===== config.mk =====
export PLATFORM = sky130hd
export DESIGN_NAME = relu_stream_ctrl
export DESIGN_NICKNAME = d
export VERILOG_FILES = /design/src/rtl/relu_ctrl_pkg.sv /design/src/rtl/relu_lane_array.sv /design/src/rtl/simple_relu.sv /design/src/rtl/relu_stream_ctrl.sv
export SDC_FILE = /design/constraint.sdc
export NUM_CORES = 1
export LEC_CHECK = 0
export CAP_MARGIN = 20
export CORE_UTILIZATION = 49
export CTS_BUF_LIST = sky130_fd_sc_hd__clkbuf_4
export DETAILED_ROUTE_END_ITERATION = 6
export PLACE_DENSITY_LB_ADDON = 0.05
export SYNTH_ARGS = -nofsm -noshare
export SYNTH_HDL_FRONTEND = slang
export SYNTH_SLANG_ARGS = --single-unit

===== constraint.sdc =====
create_clock -name clk -period 2.3 [get_ports clk]
set_clock_uncertainty 0.1 [all_clocks]
set_input_delay 0.345 -clock clk [delete_from_list [all_inputs] [get_ports clk]]
set_output_delay 0.345 -clock clk [all_outputs]
set_load 0.005 [all_outputs]

===== src/rtl/relu_ctrl_pkg.sv =====
// Shared FSM encoding and default geometry for the ReLU stream controller.
package relu_ctrl_pkg;

  localparam int BITWIDTH_DEF = 8;
  localparam int LANES_DEF    = 4;
  localparam int LEN_W_DEF    = 16;

  typedef enum logic [1:0] {
    IDLE  = 2'd0,
    RUN   = 2'd1,
    DRAIN = 2'd2,
    FIN   = 2'd3
  } state_t;

endpackage


===== src/rtl/relu_lane_array.sv =====
// Combinational LANES-wide clamp; bypass routes each raw element around its ReLU.
module relu_lane_array
  import relu_ctrl_pkg::*;
#(
  parameter int BITWIDTH = BITWIDTH_DEF,
  parameter int LANES    = LANES_DEF
) (
  input  logic                      bypass,
  input  logic [LANES*BITWIDTH-1:0] din,
  output logic [LANES*BITWIDTH-1:0] dout
);

  for (genvar i = 0; i < LANES; i++) begin : g_lane
    logic [BITWIDTH-1:0] clamped;

    simple_relu #(.W(BITWIDTH)) u_relu (
      .x (din[i*BITWIDTH +: BITWIDTH]),
      .y (clamped)
    );

    assign dout[i*BITWIDTH +: BITWIDTH] = bypass ? din[i*BITWIDTH +: BITWIDTH] : clamped;
  end

endmodule


===== src/rtl/simple_relu.sv =====
// Single-element signed ReLU: negative inputs become zero, others pass unchanged.
module simple_relu #(
  parameter int W = 8
) (
  input  logic [W-1:0] x,
  output logic [W-1:0] y
);

  assign y = x[W-1] ? '0 : x;

endmodule


===== src/rtl/relu_stream_ctrl.sv =====
// Runs one ReLU/bypass job of cfg_len beats; one-cycle latency through a registered output stage.
// Backpressure: s_ready drops while the output register is full and m_ready is low; full rate otherwise.
// Optional RELU_ZCNT_EN adds zero_cnt, the number of elements the clamp forced to zero in the job.
module relu_stream_ctrl
  import relu_ctrl_pkg::*;
#(
  parameter int BITWIDTH = BITWIDTH_DEF,
  parameter int LANES    = LANES_DEF,
  parameter int LEN_W    = LEN_W_DEF
) (
  input  logic                      clk,
  input  logic                      rst_n,
  input  logic                      cfg_start,
  input  logic [LEN_W-1:0]          cfg_len,
  input  logic                      cfg_bypass,
  output logic                      busy,
  output logic                      done,
  input  logic                      s_valid,
  output logic                      s_ready,
  input  logic [LANES*BITWIDTH-1:0] s_data,
  output logic                      m_valid,
  input  logic                      m_ready,
  output logic [LANES*BITWIDTH-1:0] m_data,
  output logic                      m_last
`ifdef RELU_ZCNT_EN
  ,
  output logic [LEN_W+$clog2(LANES):0] zero_cnt
`endif
);

  localparam int DW = LANES * BITWIDTH;

  state_t           state, state_nxt;
  logic [LEN_W-1:0] last_idx;
  logic [LEN_W-1:0] beat_cnt;
  logic             bypass_q;
  logic             start_acc;
  logic             load;
  logic             out_pop;
  logic             last_beat;
  logic [DW-1:0]    lane_out;

  assign start_acc = (state == IDLE) && cfg_start;
  assign s_ready   = (state == RUN) && (!m_valid || m_ready);
  assign load      = s_valid && s_ready;
  assign out_pop   = m_valid && m_ready;
  assign last_beat = (beat_cnt == last_idx);
  assign busy      = (state != IDLE);
  assign done      = (state == FIN);

  always_comb begin
    state_nxt = state;
    case (state)
      IDLE:    if (cfg_start) state_nxt = (cfg_len != '0) ? RUN : FIN;
      RUN:     if (load && last_beat) state_nxt = DRAIN;
      DRAIN:   if (out_pop && m_last) state_nxt = FIN;
      FIN:     state_nxt = IDLE;
      default: state_nxt = IDLE;
    endcase
  end

  always_ff @(posedge clk) begin
    if (!rst_n) state <= IDLE;
    else        state <= state_nxt;
  end

  // Store len-1 so the final-beat compare is a plain equality against the beat index.
  always_ff @(posedge clk) begin
    if (!rst_n) begin
      last_idx <= '0;
      bypass_q <= 1'b0;
      beat_cnt <= '0;
    end else if (start_acc) begin
      last_idx <= cfg_len - LEN_W'(1);
      bypass_q <= cfg_bypass;
      beat_cnt <= '0;
    end else if (load) begin
      beat_cnt <= beat_cnt + LEN_W'(1);
    end
  end

  relu_lane_array #(
    .BITWIDTH (BITWIDTH),
    .LANES    (LANES)
  ) u_lanes (
    .bypass (bypass_q),
    .din    (s_data),
    .dout   (lane_out)
  );

  // A load in the same cycle as a pop refills the register, giving back-to-back beats.
  always_ff @(posedge clk) begin
    if (!rst_n) begin
      m_valid <= 1'b0;
      m_last  <= 1'b0;
      m_data  <= '0;
    end else if (load) begin
      m_valid <= 1'b1;
      m_last  <= last_beat;
      m_data  <= lane_out;
    end else if (m_ready) begin
      m_valid <= 1'b0;
      m_last  <= 1'b0;
    end
  end

`ifdef RELU_ZCNT_EN
  localparam int NW = $clog2(LANES) + 1;
  localparam int ZW = LEN_W + NW;

  logic [NW-1:0] neg_lanes;

  always_comb begin
    neg_lanes = '0;
    for (int i = 0; i < LANES; i++) begin
      if (!bypass_q && s_data[i*BITWIDTH + BITWIDTH - 1]) neg_lanes = neg_lanes + NW'(1);
    end
  end

  always_ff @(posedge clk) begin
    if (!rst_n)         zero_cnt <= '0;
    else if (start_acc) zero_cnt <= '0;
    else if (load)      zero_cnt <= zero_cnt + ZW'(neg_lanes);
  end
`endif

endmodule

==> results of run 1 <==
==> report_power, final <==
part | leakage, nW | internal, W | switching [W]
logic | 0.849 | 0.000426 | 0.000441
clock network | 0.0592 | 0.000229 | 0.000400
registers | 0.561 | 0.00131 | 0.0000792
total | 1.47 | 0.00196 | 0.000920
==> metrics by stage <==
stage / util / hold slack (ns)
after detailed placement: 0.673 / 0.343
final: 0.689 / 0.356
after global routing: 0.689 / 0.376
after global placement: 0.673 / 0.337
after CTS: 0.689 / 0.358
after floorplan: - / 0.341
==> path summary, 6_finish.rpt <==
check	from	cells after the start	slack (ns)	endpoint
setup / recovery	m_ready	4	0.10	s_ready
hold / removal	m_data[25]	2	0.36	m_data[25]
setup reg to reg	state[1]	7	0.41	m_data[23]
hold reg to reg	m_data[25]	2	0.36	m_data[25]
==> Yosys cell counts (2+ instances only) <==
library cell   n
nor4_2         2
o21ai_0        7
clkbuf_1      19
nor3_1         5
nand2_1       46
xnor2_1       30
and3_1         2
nor3_4         2
a211oi_2       4
xor2_1        10
nand2b_1       7
ha_1           8
nor2_1        33
nor4_1         4
mux2i_1        3
a21oi_1       38
or3_1          4
nand3_1       36
and2_1         5
dfxtp_1       69
nor2b_1        2
inv_1          7
nand4_1        8
nand3b_1       3
and4_1         2
a211oi_1      11
==> worst reg2reg max path: stages, from the launching register on <==
cell and delay [ns]:
dfxtp_1 0.35, inv_1 0.11, ha_1 0.22, and2_1 0.20, and2_1 0.25, buf_4 0.32, nand3_1 0.12, a21oi_1 0.17
==> layout make-up <==
cell class                      instances  area (µm²)
Timing Repair Buffer                  105        1040
Clock buffer                           11        82.6
Fill cell                             547        1970
Inverter                                8        30.0
Clock inverter                          4        16.3
Multi-Input combinational cell        280        1700
Sequential cell                        69        1380
Tap cell                               77        96.3
==> routing by layer <==
| metal | vias to the layer above | share of wire | routed length [µm] | GRT usage |
|---|---|---|---|---|
| li1 | 1492 | - | - | - |
| met5 | - | 0 | 0 | 0 |
| met3 | 10 | 0.051 | 377 | 0.0427 |
| met2 | 79 | 0.45 | 3300 | 0.341 |
| met4 | 0 | 0.014 | 102 | 0.0940 |
| met1 | 1304 | 0.48 | 3550 | 0.309 |
==> state kept, by name, summed over array words and instances, names as in the netlist <==
| register | count |
|---|---|
| m_data | 32 |
| beat_cnt | 16 |
| last_idx | 16 |
| state | 2 |
| bypass_q | 1 |
| m_last | 1 |
| m_valid | 1 |
==> logic make-up after synthesis <==
logic type | after synthesis | share of synthesized area
flip-flops | 69 | 0.432
buffers and inverters | 29 | 0.0364
adder cells (fa/ha/maj) | 8 | 0.0313
multiplexers | 3 | 0.00938
AO/OA/AOI/OAI | 64 | 0.121
AND/OR/NAND/NOR | 165 | 0.261
XOR/XNOR | 40 | 0.109
==> impl_results.md, run 1 <==
- Worst IR Drop VDD: roughly 370 µV
- Final instance area: about 4300 µm²
- Worst hold path type: reg -> reg
- Die area: 6860 µm²
- WP buf/inv: 2
- PD cells: 663 nW/µm²
- Most frequent cells in the layout: clkdlybuf4s50_1, dfxtp_1, nand2_1, a21oi_1, nand3_1
- Synth Net Count: 440
- Initial antenna violation count: 0
- RSZ-0062 raised after global routing: no
- Area Growth Syn to Fin: 35.8%
- Most frequent CP cell: clkdlybuf4s50_1
- Synth Area per Inst: ~8.5 µm²
- Sequential cell area fraction in the yosys report: 0.432
- Nets: 535
- Max-slew headroom: 0.684
- Worst path cell trace: clkdlybuf4s50_1 -> nand2b_1 -> and2_1 -> clkdlybuf4s50_1
- Leading cell type in the layout, fill and taps excluded: clkdlybuf4s50_1
- Post-CTS setup buffers: 0
- CTS Root Cell: clkbuf_4
- Synth area leader: dfxtp_1
- Setup TNS: 0 ns
- Pin count of the biggest net entering global routing: 36
- Hold_buf cts: 0
- Mapped Area: 3200 µm²
- Max_cap viols: 0
- Fin crit period: 2.20 ns
- Clk_lat worst skew: 0.42 ns
- Dpl ws: -0.0973 ns
- Slowest CP cell: clkdlybuf4s50_1
- Initial Utilization: 0.507
- Fin cells: about 550
- Placed cell areas: roughly 4200 µm²
- Via Count: 2885
- Input/output buffers: 90
- TritonCTS clock tree: done
- Vias in the first global route: about 2600
- Die width: ~83 µm
- Setup WS post-layout: 0.101 ns
- Placed cells: about 540
- DRC: 0
- Vias/cell: 5.21
- I/O pin cnt: 91
- Post-detail-place hpwl: 5410 µm
- Num CTS Buffers: 9
- Longest Clk Path Bufs: 2
- Critical Path Fanout Max: 6
- Ys Warns: 0
- Final setup fails: 0
- Crit Path Class: in -> out
- FP Rows: 29
- Power Total: 0.00288 W
- Remaining global-route overflow: 0
- Layout cells sized above 1: 0.0797
- Max incr delay on CP: approximately 0.52 ns
- Post-route clock period utilization: 0.956
- CTS resizes: 0
- # diodes: 0
- Least-Margin Pin Slew: around 0.47 ns
- Post-route ant nets: 0
- Total wire length: 7330 µm
- Post-synth ARST share: 0
- 1st-pass router iterations: 4
- Netlist cell types: 37
- Synth Instances: 378
- CP top delay family: buffers and inverters
- First-pass GRT wire length: about 12000 µm
- Clock edge transition at the registers on the reported setup and hold paths: about 0.11 ns
- DR iter-0 viols: 108
- Largest cells by area after synthesis: dfxtp_1, xnor2_1, a21oi_1, nand3_1, nand2_1
- Final hold violation count: 0
- Worst Path Required: 1.86 ns
- CP endpoint kind: output port
- GRT Total Usage: 0.223
- Pleak: 1.47 nW
- Arr. time, crit path: 1.75 ns
- Synth Flop Type: dfxtp_1
- Clock sink count: 69
- Die height: 82.8 µm
- Gpl congestion: 0.844
- Core ar.: 6310 µm²
- H-tree levels: 3
- Max Transition Viols Final: 0
- Outcome: finished clean
- Wire per inst: 13.2 µm
- Count of flip-flops with a built-in enable after synthesis: 0
- #FFs+latches synth: 69
- Yosys top cell area share: 0.432
- CP Launch Type: primary input
- Fmax: 455 MHz
Note: power is estimated with default switching activity, not from simulation.
==> run 2: changes to the inputs <==
Settings changed: CELL_PAD_IN_SITES_DETAIL_PLACEMENT from default to 0, CELL_PAD_IN_SITES_GLOBAL_PLACEMENT from default to 1, CORE_ASPECT_RATIO from default to 1.2, CORE_UTILIZATION 49 to 36, CTS_CLUSTER_DIAMETER from default to 40.
==> run 2 against run 1 <==
Non-clock buffer count up 3. Worst hold slack worse by 0.0021 ns. Power grew 4.6%. Die area up 35%. Cell area up 2.5%. Register-to-register slack about the same. Sequential power about the same. First-iteration DRC count down 19%. Critical path type unchanged. Critical endpoint unchanged. Largest power group unchanged.
==> impl_results.md, run 2 (synthesis gave the netlist of run 1 again) <==
- Outcome: finished clean
- Worst hold path type: reg -> reg
- Fill cell count: 856
- Top reg by flops: m_data
- WP buf/inv: 2
- Pint: 0.00209 W
- Least-Margin Pin Slew: 0.378 ns
- Pleak: about 1.5 nW
- FP Rows: 37
- Total wire length: 7810 µm
- Vias/cell: about 4.8
- Post-route ant nets: 0
- Input/output buffers: 90
- CTS Root Cell: clkbuf_4
- Placed cell areas: around 4300 µm²
- Die height: 105 µm
- Via Count: 2868
- First-pass GRT wire length: 12700 µm
- Longest Clk Path Bufs: 2
- Num CTS Buffers: 9
- Setup TNS: 0 ns
- Multi-input gate area: 1700 µm²
- Crit Path Class: in -> out
- Worst IR Drop VDD: 346 µV
- Final hold violation count: 0
- Clk_lat worst skew: 0.41 ns
- Max_cap viols: 0
- GRT met1 Usage: 0.205
- CTS resizes: 0
- Pin count of the biggest net entering global routing: 36
- Fin cells: around 600
- Vias in the first global route: between 2000 and 3000
- Post-CTS setup buffers: 0
- 1st-pass router iterations: 5
- Core ar.: between 8000 and 9000 µm²
- Met3 Track Usage GR: 0.0360
- Leading cell type in the layout, fill and taps excluded: clkdlybuf4s50_1
- CP top delay family: buffers and inverters
- Most frequent CP cell: clkdlybuf4s50_1
- H-tree levels: 3
- # diodes: 0
- Post-detail-place hpwl: 5730 µm
- PD cells: 676 nW/µm²
- Wire per inst: 13.1 µm
- Switching share of power: 0.307
- Final instance area: roughly 4500 µm²
- Initial antenna violation count: 0
- Gpl congestion: 0.808
- Max incr delay on CP: 0.51 ns
- Final setup fails: 0
- Sequential Power Share: 0.461
- Initial Utilization: 0.372
- RSZ-0062 raised after global routing: no
- Max FFs per register: 32
- Die width: 88.1 µm
- Most frequent cells in the layout: clkdlybuf4s50_1, dfxtp_1, nand2_1, a21oi_1, nand3_1
- I/O pin cnt: 91
- Area Growth Syn to Fin: 39.2%
- Placed cells: between 500 and 600
- Post-route clock period utilization: 0.949
- Clk pwr share: 0.252
- Max-slew headroom: 0.747
- CP endpoint kind: output port
- CP Launch Type: primary input
- DRC: 0
- TritonCTS clock tree: done
- Hold_buf cts: 0
- Hold_ws: 0.354 ns
- Sequential cell area: roughly 1400 µm²
- Remaining global-route overflow: 0
- Clock sink count: between 60 and 70
- Worst path cell trace: clkdlybuf4s50_1 -> nand2b_1 -> and2_1 -> clkdlybuf4s50_1
- Critical Path Fanout Max: 6
- Layout cells sized above 1: 0.0915
- Power Total: around 0.003 W
- Arr. time, crit path: ~1.7 ns
- Nets: ~540
- Most used routing layer in global routing: met2
- Sw Pwr: 0.000926 W
- Die area: roughly 9300 µm²
- Comb power frac: 0.287
- Max Transition Viols Final: 0
- Clock edge transition at the registers on the reported setup and hold paths: ~0.1 ns
- Fmax: 458 MHz
- Fin crit period: 2.18 ns
- Met2 GRT Util: 0.309
- Largest registers: m_data (32), beat_cnt (16), last_idx (16)
- DR iter-0 viols: just under 90
- Slowest CP cell: clkdlybuf4s50_1
- GRT Total Usage: 0.176
- Worst Path Required: 1.86 ns
[run 2: cell type report]
| class | instances | area share |
|---|---|---|
| clock buffer | 11 | 0.0185 |
| clock inverter | 5 | 0.0115 |
| inverter | 8 | 0.00674 |
| multi-input combinational | 280 | 0.382 |
| sequential | 69 | 0.310 |
| tap | 117 | 0.0329 |
| timing repair buffer | 108 | 0.238 |
[run 2: path summary, 6_finish.rpt]
check             depth (start not counted)           end        from  slack [ns]
setup / recovery                          4       s_ready     m_ready        0.12
hold / removal                            2    m_data[25]  m_data[25]        0.35
setup reg to reg                          8  beat_cnt[15]    state[1]        0.40
hold reg to reg                           2    m_data[25]  m_data[25]        0.35
[run 2: worst register-to-register path, delay by kind of cell (launching register included)]
family / cells / cell delay (ns)
adders and majority gates: 1 / 0.22
buffers and inverters: 2 / 0.30
xor gates and xnor gates: 1 / 0.16
and+or+nand+nor: 4 / 0.67
DFF: 1 / 0.35
[run 2: power groups by stage]
stage                     sequential [W]  combinational (W)  clock, W
after floorplan                  0.00140           0.000503         0
after global placement           0.00142           0.000876         0
after detailed placement         0.00142           0.000880         0
after CTS                        0.00139           0.000882  0.000794
after global routing             0.00140           0.000968  0.000853
final                            0.00139           0.000865  0.000760
[run 2: metrics by stage]
step	setup slack, ns	utilization
finish	0.118	0.517
detailed placement	0.00166	0.502
CTS	0.0859	0.517
global route	0.0171	0.517
global placement	0.0338	0.502
floorplan	0.427	-
[run 2: routing by layer]
layer / up-vias / wire, µm / share of wire
li1: 1504 / - / -
met1: 1287 / 3370 / 0.43
met2: 64 / 3900 / 0.50
met3: 13 / 384 / 0.049
met4: 0 / 155 / 0.020
met5: - / 0 / 0
==> run 3: changes to the inputs <==
Settings changed: SETUP_SLACK_MARGIN from default to 0.1.
==> run 3 against run 2 <==
Critical path depth unchanged. Critical endpoint unchanged. Routed wire length is 0.40% higher. Power rose by 0.68%. Largest power group unchanged. Worst setup slack improved by 0.068 ns. Count of clock-buffer cells in the layout did not move. Worst hold slack about the same. Clock power is essentially flat. Core utilization increased by 0.20 points. Cell area grew 0.39%. Non-clock buffer count increased by 1.
==> impl_results.md, run 3 (synthesis gave the netlist of run 1 again) <==
- GRT Total Usage: 0.176
- Worst hold path type: reg -> reg
- Arr. time, crit path: about 1.7 ns
- Max_cap viols: 0
- Final setup fails: 0
- Critical Path Source: m_ready
- Clk pwr share: 0.251
- Pin count of the biggest net entering global routing: 36
- Max-slew headroom: 0.747
- Num CTS Buffers: 9
- Largest registers: m_data (32), beat_cnt (16), last_idx (16)
- FP Rows: 37
- Critical Path Fanout Max: 6
- Max Transition Viols Final: 0
- CP endpoint kind: output port
- WHS Path Cells: 2
- Sequential Power Share: 0.459
- Post-detail-place hpwl: 5730 µm
- I/O pin cnt: between 90 and 100
- Vias in the first global route: 2743
- DR iter-0 viols: 83
- Nets: around 540
- Top reg by flops: m_data
- Wire per inst: 13.1 µm
- Dpl ws: about 0.0017 ns
- Clk_lat worst skew: around 0.4 ns
- Die area: about 9300 µm²
- Layout cells sized above 1: 0.104
- Final hold violation count: 0
- DRC: 0
- CP Launch Type: primary input
- Core ar.: 8610 µm²
- RR Startpoint: state[1]
- 1st-pass router iterations: 4
- Via Count: around 2900
- Setup WS post-layout: 0.186 ns
- Clock edge transition at the registers on the reported setup and hold paths: 0.10 ns
- Max FFs per register: 32
- Least-Margin Pin Slew: 0.378 ns
- CTS Root Cell: clkbuf_4
- PD cells: 678 nW/µm²
- Outcome: finished clean
- RSZ-0062 raised after global routing: no
- Input/output buffers: 90
- Fill cell count: 858
- HP Start: m_data[25]
- Worst IR Drop VDD: 347 µV
- Pleak: 1.50 nW
- Vias/cell: 4.80
- Clock sink count: a little under 70
- First-pass GRT wire length: 12700 µm
- Worst Path Required: 1.86 ns
- Initial Utilization: 0.372
- Remaining global-route overflow: 0
- Post-route ant nets: 0
- Initial antenna violation count: 0
- Post-route clock period utilization: 0.919
- Gpl congestion: 0.808
- Area Growth Syn to Fin: 39.8%
- Die width: 88.1 µm
- Fin crit period: 2.11 ns
- H-tree levels: 3
- Switching share of power: 0.306
- Most frequent cells in the layout: clkdlybuf4s50_1, dfxtp_1, nand2_1, a21oi_1, nand3_1
- Pint: 0.00210 W
- Crit Path Class: in -> out
- Comb power frac: 0.290
- Total wire length: 7840 µm
- # diodes: 0
- Leading cell type in the layout, fill and taps excluded: clkdlybuf4s50_1
- Worst reg-to-reg path cell count: 8
- Fmax: 473 MHz
- Setup TNS: 0 ns
- Sw Pwr: 0.000930 W
- Longest Clk Path Bufs: 2
- Die height: 105 µm
- TritonCTS clock tree: done
## run 3: cell count changes in the layout (fill, tap and decap cells not counted)
cell,delta
inv_2,+1
nand2b_1,-1
ha_1,-1
dfxtp_1,-2
dfxtp_2,+1
buf_4,+1
inv_1,-1
dfxtp_4,+1
nand2b_2,+1
ha_2,+1
## run 3: final cells by class
| class | count | area, µm² | share of cell area |
|---|---|---|---|
| Clock buffer | 11 | 82.6 | 0.0185 |
| Sequential cell | 69 | 1390 | 0.310 |
| Timing Repair Buffer | 109 | 1070 | 0.239 |
| Multi-Input combinational cell | 280 | 1710 | 0.382 |
| Clock inverter | 5 | 51.3 | 0.0115 |
| Inverter | 8 | 30.0 | 0.00671 |
| Tap cell | 117 | 146 | 0.0327 |
## run 3: path summary, 6_finish.rpt
kind	to	slack (ns)
min	m_data[25]	0.35
min reg2reg	m_data[25]	0.35
max	s_ready	0.19
max reg2reg	beat_cnt[15]	0.48
## run 3: what timing repair did
| action | CTS | global route |
|---|---|---|
| hold buffers | 0 | 0 |
| pin swaps | 0 | 0 |
| setup buffers | 0 | 1 |
| gates resized for setup | 1 | 5 |
| endpoints found under the setup margin | 1 | 2 |
## run 3: power by group through the flow
| stage | clock [W] | sequential [W] | combinational, W |
|---|---|---|---|
| after floorplan | 0 | 0.00140 | 0.000503 |
| after global placement | 0 | 0.00142 | 0.000876 |
| after detailed placement | 0 | 0.00142 | 0.000880 |
| after CTS | 0.000794 | 0.00139 | 0.000884 |
| after global routing | 0.000853 | 0.00141 | 0.000985 |
| final | 0.000761 | 0.00139 | 0.000880 |
## run 3: metrics by stage
step | utilization | cell area [µm²] | cells | hold slack (ns) | power, W
2_1_floorplan | - | 3200 | 378 | 0.341 | 0.00190
3_3_place_gp | 0.502 | 4320 | 582 | 0.337 | 0.00229
3_5_place_dp | 0.502 | 4320 | 582 | 0.342 | 0.00230
4_1_cts | 0.518 | 4460 | 598 | 0.358 | 0.00307
5_1_grt | 0.519 | 4470 | 599 | 0.372 | 0.00325
6_report | 0.519 | 4470 | 599 | 0.354 | 0.00303
## run 3: worst max-delay path, cell delays in order
cell	delay, ns
clkdlybuf4s50_1	0.48
nand2b_2	0.18
and2_1	0.15
clkdlybuf4s50_1	0.51
## run 3: routing by layer
layer  track usage  vias up  share of wire  wire length (µm)
met1         0.206     1290           0.43              3400
li1              -     1506              -                 -
met4        0.0714        0          0.020               155
met3        0.0360       13          0.049               384
met5             0        -              0                 0
met2         0.309       64           0.50              3900
